$ cat src/rtl/arb_pkg.sv
// Shared definitions for the datapath arbiter: state encoding and default sizing.
package arb_pkg;

  typedef enum logic [2:0] {
    IDLE    = 3'b000,
    GRANT   = 3'b001,
    RUN     = 3'b010,
    RELEASE = 3'b011,
    ABORT   = 3'b100
  } state_t;

  localparam int unsigned DEF_N       = 4;
  localparam int unsigned DEF_TIMEOUT = 64;

endpackage

$ cat src/rtl/rr_pick.sv
// Combinational round-robin picker: first set request scanning upward, cyclically,
// from (last+1) mod N. Reusable by any shared-resource arbiter.
module rr_pick
  import arb_pkg::*;
#(
  parameter int unsigned N    = DEF_N,
  parameter int unsigned IDXW = $clog2(N)
) (
  input  logic [N-1:0]    req,
  input  logic [IDXW-1:0] last,
  output logic [N-1:0]    onehot,
  output logic [IDXW-1:0] idx,
  output logic            any
);

  int unsigned     c;
  logic [IDXW-1:0] ci;

  always_comb begin
    onehot = '0;
    idx    = '0;
    any    = 1'b0;
    c      = 0;
    ci     = '0;
    for (int unsigned k = 1; k <= N; k++) begin
      c  = (32'(last) + k) % N;
      ci = c[IDXW-1:0];
      if (!any && req[ci]) begin
        any        = 1'b1;
        idx        = ci;
        onehot[ci] = 1'b1;
      end
    end
  end

endmodule

$ cat src/rtl/datapath_arbiter.sv
// Round-robin scheduler sharing one iterative multiply/add datapath among N units.
// Optional run-time abort is enabled by defining ARB_TIMEOUT_EN.
module datapath_arbiter
  import arb_pkg::*;
#(
  parameter int unsigned N       = DEF_N,
  parameter int unsigned IDXW    = $clog2(N),
  parameter int unsigned TIMEOUT = DEF_TIMEOUT
) (
  input  logic            clk,
  input  logic            rst,
  input  logic [N-1:0]    req,
  output logic [N-1:0]    gnt,
  output logic [N-1:0]    ack,
  output logic [IDXW-1:0] sel_src,
  output logic            dp_start,
  input  logic            dp_done,
  output logic            busy,
  output logic            err
);

  state_t          state, next;
  logic [IDXW-1:0] last, last_d;
  logic [N-1:0]    win_onehot;
  logic [IDXW-1:0] win_idx;
  logic            win_any;
  logic [N-1:0]    gnt_d, ack_d;
  logic [IDXW-1:0] sel_d;
  logic            start_d, busy_d, err_d;

  rr_pick #(.N(N), .IDXW(IDXW)) u_pick (
    .req    (req),
    .last   (last),
    .onehot (win_onehot),
    .idx    (win_idx),
    .any    (win_any)
  );

`ifdef ARB_TIMEOUT_EN
  localparam int unsigned CW = $clog2(TIMEOUT + 1);
  logic [CW-1:0] cnt;

  // Cleared while in GRANT so it reads zero on the first RUN cycle.
  always_ff @(posedge clk or posedge rst) begin
    if (rst)                cnt <= '0;
    else if (state == GRANT) cnt <= '0;
    else if (state == RUN)   cnt <= cnt + 1'b1;
  end
`else
  logic [31:0] unused_timeout;
  assign unused_timeout = TIMEOUT;
`endif

  always_ff @(posedge clk or posedge rst) begin
    if (rst) state <= IDLE;
    else     state <= next;
  end

  always_comb begin
    next = state;
    unique case (state)
      IDLE:    if (win_any) next = GRANT;
      GRANT:   next = RUN;
      RUN:     if (dp_done) next = RELEASE;
`ifdef ARB_TIMEOUT_EN
               else if (cnt == CW'(TIMEOUT)) next = ABORT;
`endif
      RELEASE: next = IDLE;
      default: next = IDLE;
    endcase
  end

  // Outputs are computed from the transition so they can be registered with the state.
  always_comb begin
    gnt_d   = gnt;
    sel_d   = sel_src;
    last_d  = last;
    ack_d   = '0;
    err_d   = 1'b0;
    start_d = (next == GRANT);
    busy_d  = (next != IDLE);
    unique case (state)
      IDLE: if (win_any) begin
        gnt_d  = win_onehot;
        sel_d  = win_idx;
        last_d = win_idx;
      end
      RUN: begin
        if (next == RELEASE) begin
          ack_d = gnt;
          gnt_d = '0;
        end else if (next == ABORT) begin
          err_d = 1'b1;
          gnt_d = '0;
        end
      end
      default: ;
    endcase
  end

  always_ff @(posedge clk or posedge rst) begin
    if (rst) begin
      gnt      <= '0;
      ack      <= '0;
      sel_src  <= '0;
      dp_start <= 1'b0;
      busy     <= 1'b0;
      last     <= IDXW'(N - 1);
    end else begin
      gnt      <= gnt_d;
      ack      <= ack_d;
      sel_src  <= sel_d;
      dp_start <= start_d;
      busy     <= busy_d;
      last     <= last_d;
    end
  end

`ifdef ARB_TIMEOUT_EN
  always_ff @(posedge clk or posedge rst) begin
    if (rst) err <= 1'b0;
    else     err <= err_d;
  end
`else
  logic unused_err_d;
  assign unused_err_d = err_d;
  assign err = 1'b0;
`endif

endmodule

$ cat config.mk
export PLATFORM = sky130hd
export DESIGN_NAME = datapath_arbiter
export DESIGN_NICKNAME = d
export VERILOG_FILES = /design/src/rtl/arb_pkg.sv /design/src/rtl/rr_pick.sv /design/src/rtl/datapath_arbiter.sv
export SDC_FILE = /design/constraint.sdc
export NUM_CORES = 1
export LEC_CHECK = 0
export BUFFER_PORTS_ARGS = -buffer_cell sky130_fd_sc_hd__buf_2
export CAP_MARGIN = 20
export CORE_MARGIN = 1.5
export CORE_UTILIZATION = 40
export DETAILED_ROUTE_END_ITERATION = 8
export GPL_ROUTABILITY_DRIVEN = 0
export GPL_TIMING_DRIVEN = 1
export HOLD_SLACK_MARGIN = 0.08
export PLACE_DENSITY_LB_ADDON = 0.25
export SYNTH_ARGS = -nofsm -noshare
export SYNTH_HDL_FRONTEND = slang
export SYNTH_SLANG_ARGS = --single-unit
$ cat constraint.sdc
create_clock -name clk -period 2.85 [get_ports clk]
set_input_delay 0.4275 -clock clk [delete_from_list [all_inputs] [get_ports clk]]
set_output_delay 0.4275 -clock clk [all_outputs]
set_load 0.05 [all_outputs]
# --- Word-level counts from Yosys, hierarchy flattened ---
# Cells that the tools add are included.
classes:
  n_addsub: 4
  multipliers: 0
  div_mod_pow: 0
  order_cmp: 8
  eq_ne: 7
  shifts: 0
  muxes: 37
  bitwise: 3
  n_reduce_logical: 15
op_table:
  columns: ["operator", "count"]
  rows:
  - ["$mux W4", 9]
  - ["$lt A2 B3 Y1 const B", 4]
  - ["$mux W1", 12]
  - ["$or A4 B4 Y4", 3]
  - ["$pmux W3 S3", 1]
  - ["$bmux W1 S2", 4]
  - ["$demux W1 S2", 4]
  - ["$ge A2 B1 Y1 const B", 4]
  - ["$mux W2", 4]
  - ["$pmux W4 S2", 1]
  - ["$logic_and A1 B1 Y1", 7]
  - ["$eq A3 B1 Y1 const B", 2]
  - ["$eq A3 B2 Y1 const B", 2]
  - ["$mux W3", 2]
  - ["$add A2 B1 Y2 const B", 2]
  - ["$add A2 B2 Y2 const B", 2]
  - ["$eq A3 B3 Y1 const B", 1]
  - ["$logic_not A1 Y1", 3]
  - ["$logic_not A3 Y1", 1]
  - ["$ne A3 B3 Y1 const B", 1]
  - ["$reduce_and A3 Y1", 1]
  - ["$reduce_bool A3 Y1", 1]
  - ["$ne A2 B1 Y1 const B", 1]
  - ["$reduce_and A2 Y1", 1]
  - ["$reduce_bool A2 Y1", 1]
word_totals:
  regBits: 17
  latchBits: 0
  ram_bits: 0
  mem_bits_ro: 0
  in_bits: 7
  output_inout_bits: 13
  word_cells: 81
  n_memories: 0

# --- Longest topological paths before layout ---
logic_depth:
  depth_word: 19
  depth_mapped: 10
  depth_no_buf: 7

# --- Modules after synthesis ---
# From an unflattened synthesis, not the netlist that was laid out.
unflattened:
  hier_cells: 134
  area_unflattened_um2: 1239.9
by_module_without_submodules:
  columns: ["mod", "n_inst", "cells_each", "area_each_um2", "seq_area_each_um2"]
  rows:
  - ["rr_pick", 1, 86, 629.4, 0.0]
  - ["datapath_arbiter", 1, 48, 610.6, 427.9]

# --- Worst setup path before layout ---
# Ideal clock, no wire load.
synth_timing:
  path_type: "reg-to-reg"
  start: "register last[0]"
  end: "register busy"
  setup_time_ns: 0.124
  arrival_time_ns: 2.735
  path_slack_ns: -0.009
  path_stages_with_launch: 10
  n_path_buf: 2
  cell_sequence: "dfstp_2 > buf_6 > clkinv_1 > ha_1 > clkbuf_1 > mux4_2 > or3_4 > o21ai_4 > nand2_2 > or2_1"
synth_between:
  elab_chain_len: 16
  elab_cells_between_ends: 25
  cone_classes: "add/sub (4); mux (14); reduce/logical (7)"
synth_rtl:
  columns: ["element", "line", "rtl"]
  rows:
  - ["start: declaration", "datapath_arbiter.sv:23", "logic [IDXW-1:0] last, last_d;"]
  - ["start signal: assignment", "datapath_arbiter.sv:108", "last <= IDXW'(N - 1);"]
  - ["start signal: assignment", "datapath_arbiter.sv:115", "last <= last_d;"]
  - ["$add A2 B1 Y2", "rr_pick.sv:26", "c = (32'(last) + k) % N;"]
  - ["$bmux W1 S2", "rr_pick.sv:28", "if (!any && req[ci]) begin"]
  - ["$mux W1 (not written as such)", "rr_pick.sv:28", null]
  - ["$mux W1", "rr_pick.sv:28", null]
  - ["$logic_not A1 Y1", "rr_pick.sv:28", null]
  - ["$logic_and A1 B1 Y1", "rr_pick.sv:28", null]
  - ["$mux W1", "rr_pick.sv:28", null]
  - ["$logic_not A1 Y1", "rr_pick.sv:28", null]
  - ["[... 2 more ...]", null, null]
  - ["$logic_not A1 Y1", "rr_pick.sv:28", null]
  - ["$logic_and A1 B1 Y1", "rr_pick.sv:28", null]
  - ["$mux W1 *", "rr_pick.sv:28", null]
  - ["$mux W3 *", "datapath_arbiter.sv:62", "IDLE: if (win_any) next = GRANT;"]
  - ["$pmux W3 S3 *", "datapath_arbiter.sv:61", "unique case (state)"]
  - ["via next[0]", "datapath_arbiter.sv:22", "state_t state, next;"]
  - ["$reduce_bool A3 Y1 *", "datapath_arbiter.sv:81", "busy_d = (next != IDLE);"]
  - ["via busy_d", "datapath_arbiter.sv:29", "logic start_d, busy_d, err_d;"]
  - ["end signal: assignment", "datapath_arbiter.sv:114", "busy <= busy_d;"]
  - ["end: declaration", "datapath_arbiter.sv:18", "output logic busy,"]
# The timed path passes the listed nets; every way through them passes the cells marked *. The select of a mux whose other input is x is not followed.
# A chain may end at the register's enable or synchronous reset.

# --- Final worst setup path ---
# Ends and elaborated chain as after synthesis.

==> flow_summary.ini <==
[yosys]
synth-seq-area-share = 0.368
yosysUniqueCellTypes = 35
synth-edff-count = 0
yosysWarnings = 0
yosys_register_bits = 17
synthCells = 116
dominantRegCellSynth = dfrtp_1
synthArstFlopShare = 1.00
avgSynthCellArea_um2 = 10.0
syn_area_um2 = 1160

[detailed_routing]
first_pass_iters = 4
drt_iter0_drc = 16
ant_nets = 0
drt-wirelength-per-cell_um = 13.4
drc = 0
dr_total_vias = 914
routed_wl_um = 2270
vias_per_cell = 5.41

[critical_path]
setup.worst_path.start_class = register
worst-setup-path-type = register to register
critPathMaxFanout = 10
arrival_ns = 2.71
crit_required_ns = 3.02
endpoint_kind = register

[cells_and_area]
mostFrequentLayoutCell = buf_2
drive_gt1_frac = 0.283
final_cells = 169
mostFrequentLayoutCells = buf_2, dfrtp_1, nand2_1
final_nets = 154
num_antenna_cells = 0
synthToLayoutAreaGrowth_pct = 13.9

[die]
dieWidth_um = 56.9
io_pins = 20
core_area_um2 = 2760
num_rows = 19
fp.dieH_um = 56.9
dieArea_um2 = 3240
start_util = 0.422

[cts]
clkSlewWorstSetupHoldPaths_ns = 0.09
cts_hold_buf = 0
post_cts_resized = 0
post_cts_buffers = 0
cts_buffers = 3
clk_path_buf_depth = 2
cts_tree = built
cts_max_level = 1
cts_sinks = 17
clock-root-buffer = clkbuf_4
insertion_delay_ns = 0.28

[timing]
relSlewSlack = 0.526
setup_viol = 0
skew_ns = 0.00273
rsz0062_at_grt = false
min_period_ns = 2.54
hold_viol = 0
fin_crit_sh = 0.891
fmax_ghz = 0.394
slew_viol_final = 0
finalSetupTns_ns = 0
worst_pin_slew_ns = 0.705

[global_routing]
grt_max_degree = 18
grt_pass1_wl_um = 3780
track_usage = 0.150
grt_overflow = 0
antenna_found_initial = 0
grt_pass1_vias = 809

[place]
place_inst = 165
io_buffers = 18
dp.final_hpwl_um = 1770

[hold_path]
worstHoldPathType = primary input to async pin

[run]
drv_cap = 0

[outcome]
status = finished, final reports clean
[routing by layer]
metal	routed length, um	global-route usage	up-vias
li1	-	-	459
met1	1070	0.208	427
met2	1060	0.222	23
met3	89	0.0227	5
met4	49	0.0897	0
met5	0	0	-
[Yosys cell counts (4+ instances only)]
master / count / area share
dfrtp_1: 15 / 0.32
nand2_1: 9 / 0.029
ha_1: 8 / 0.086
inv_1: 8 / 0.026
nor2_1: 8 / 0.026
a31oi_1: 7 / 0.038
a21oi_1: 5 / 0.022
and2_1: 5 / 0.027
mux2i_1: 5 / 0.043
a21boi_0: 4 / 0.026
a32o_1: 4 / 0.034
mux4_2: 4 / 0.077
o211ai_1: 4 / 0.026
[flip-flops by register name, indices dropped and copies added (netlist names)]
signal and count:
ack 4, busy 1, dp_start 1, gnt 4, last 2, sel_src 2, state 3
[cell type report]
cell class	instances	area, um^2
sequential	17	428
inverter	10	37.5
tap	31	38.8
multi-input combinational	84	667
fill	258	1430
timing repair buffer	23	128
clock buffer	4	26.3
[logic make-up (layout without fill, tap and decap cells)]
group	Yosys count	in the layout	share of synthesized area
buf+inv	16	37	0.0624
fa+ha+maj	8	8	0.0860
other cells	1	2	0.00322
xor+xnor	3	3	0.0226
flops	17	17	0.368
mux	11	11	0.140
simple gates	30	30	0.126
compound gates	30	30	0.192
[through the flow]
| step | hold WS, ns | util | area [um^2] | worst slack [ns] |
|---|---|---|---|---|
| 4_1_cts | 0.226 | 0.480 | 1330 | 0.313 |
| 5_1_grt | 0.256 | 0.480 | 1330 | 0.158 |
| 3_3_place_gp | 0.450 | 0.471 | 1300 | 0.405 |
| 3_5_place_dp | 0.451 | 0.471 | 1300 | 0.329 |
| 6_report | 0.204 | 0.480 | 1330 | 0.309 |
| 2_1_floorplan | 0.352 | - | 1170 | 0.106 |
[critical path, cell delays in order (launching register included)]
cell and delay [ns]:
dfstp_2 0.66, clkinv_1 0.12, ha_1 0.35, mux4_2 0.32
or3_4 0.42, o21ai_4 0.25, nand2_2 0.09, or2_1 0.22
[path summary, 6_finish.rpt]
check	startpoint	end	slack, ns	depth (start not counted)
setup / recovery	last[0]$_DFFE_PP1P_	busy$_DFF_PP0_	0.31	7
hold / removal	rst	busy$_DFF_PP0_	0.20	2
setup reg to reg	last[0]$_DFFE_PP1P_	busy$_DFF_PP0_	0.31	7
hold reg to reg	state[2]$_DFF_PP0_	state[1]$_DFF_PP0_	0.46	1
max in group asynchronous	rst	ack[2]$_DFF_PP0_	2.25	2
min in group clk	state[2]$_DFF_PP0_	state[1]$_DFF_PP0_	0.46	1
Power is not shown: default switching activity piles up to over one toggle a cycle in this logic, so the estimate is an artifact.
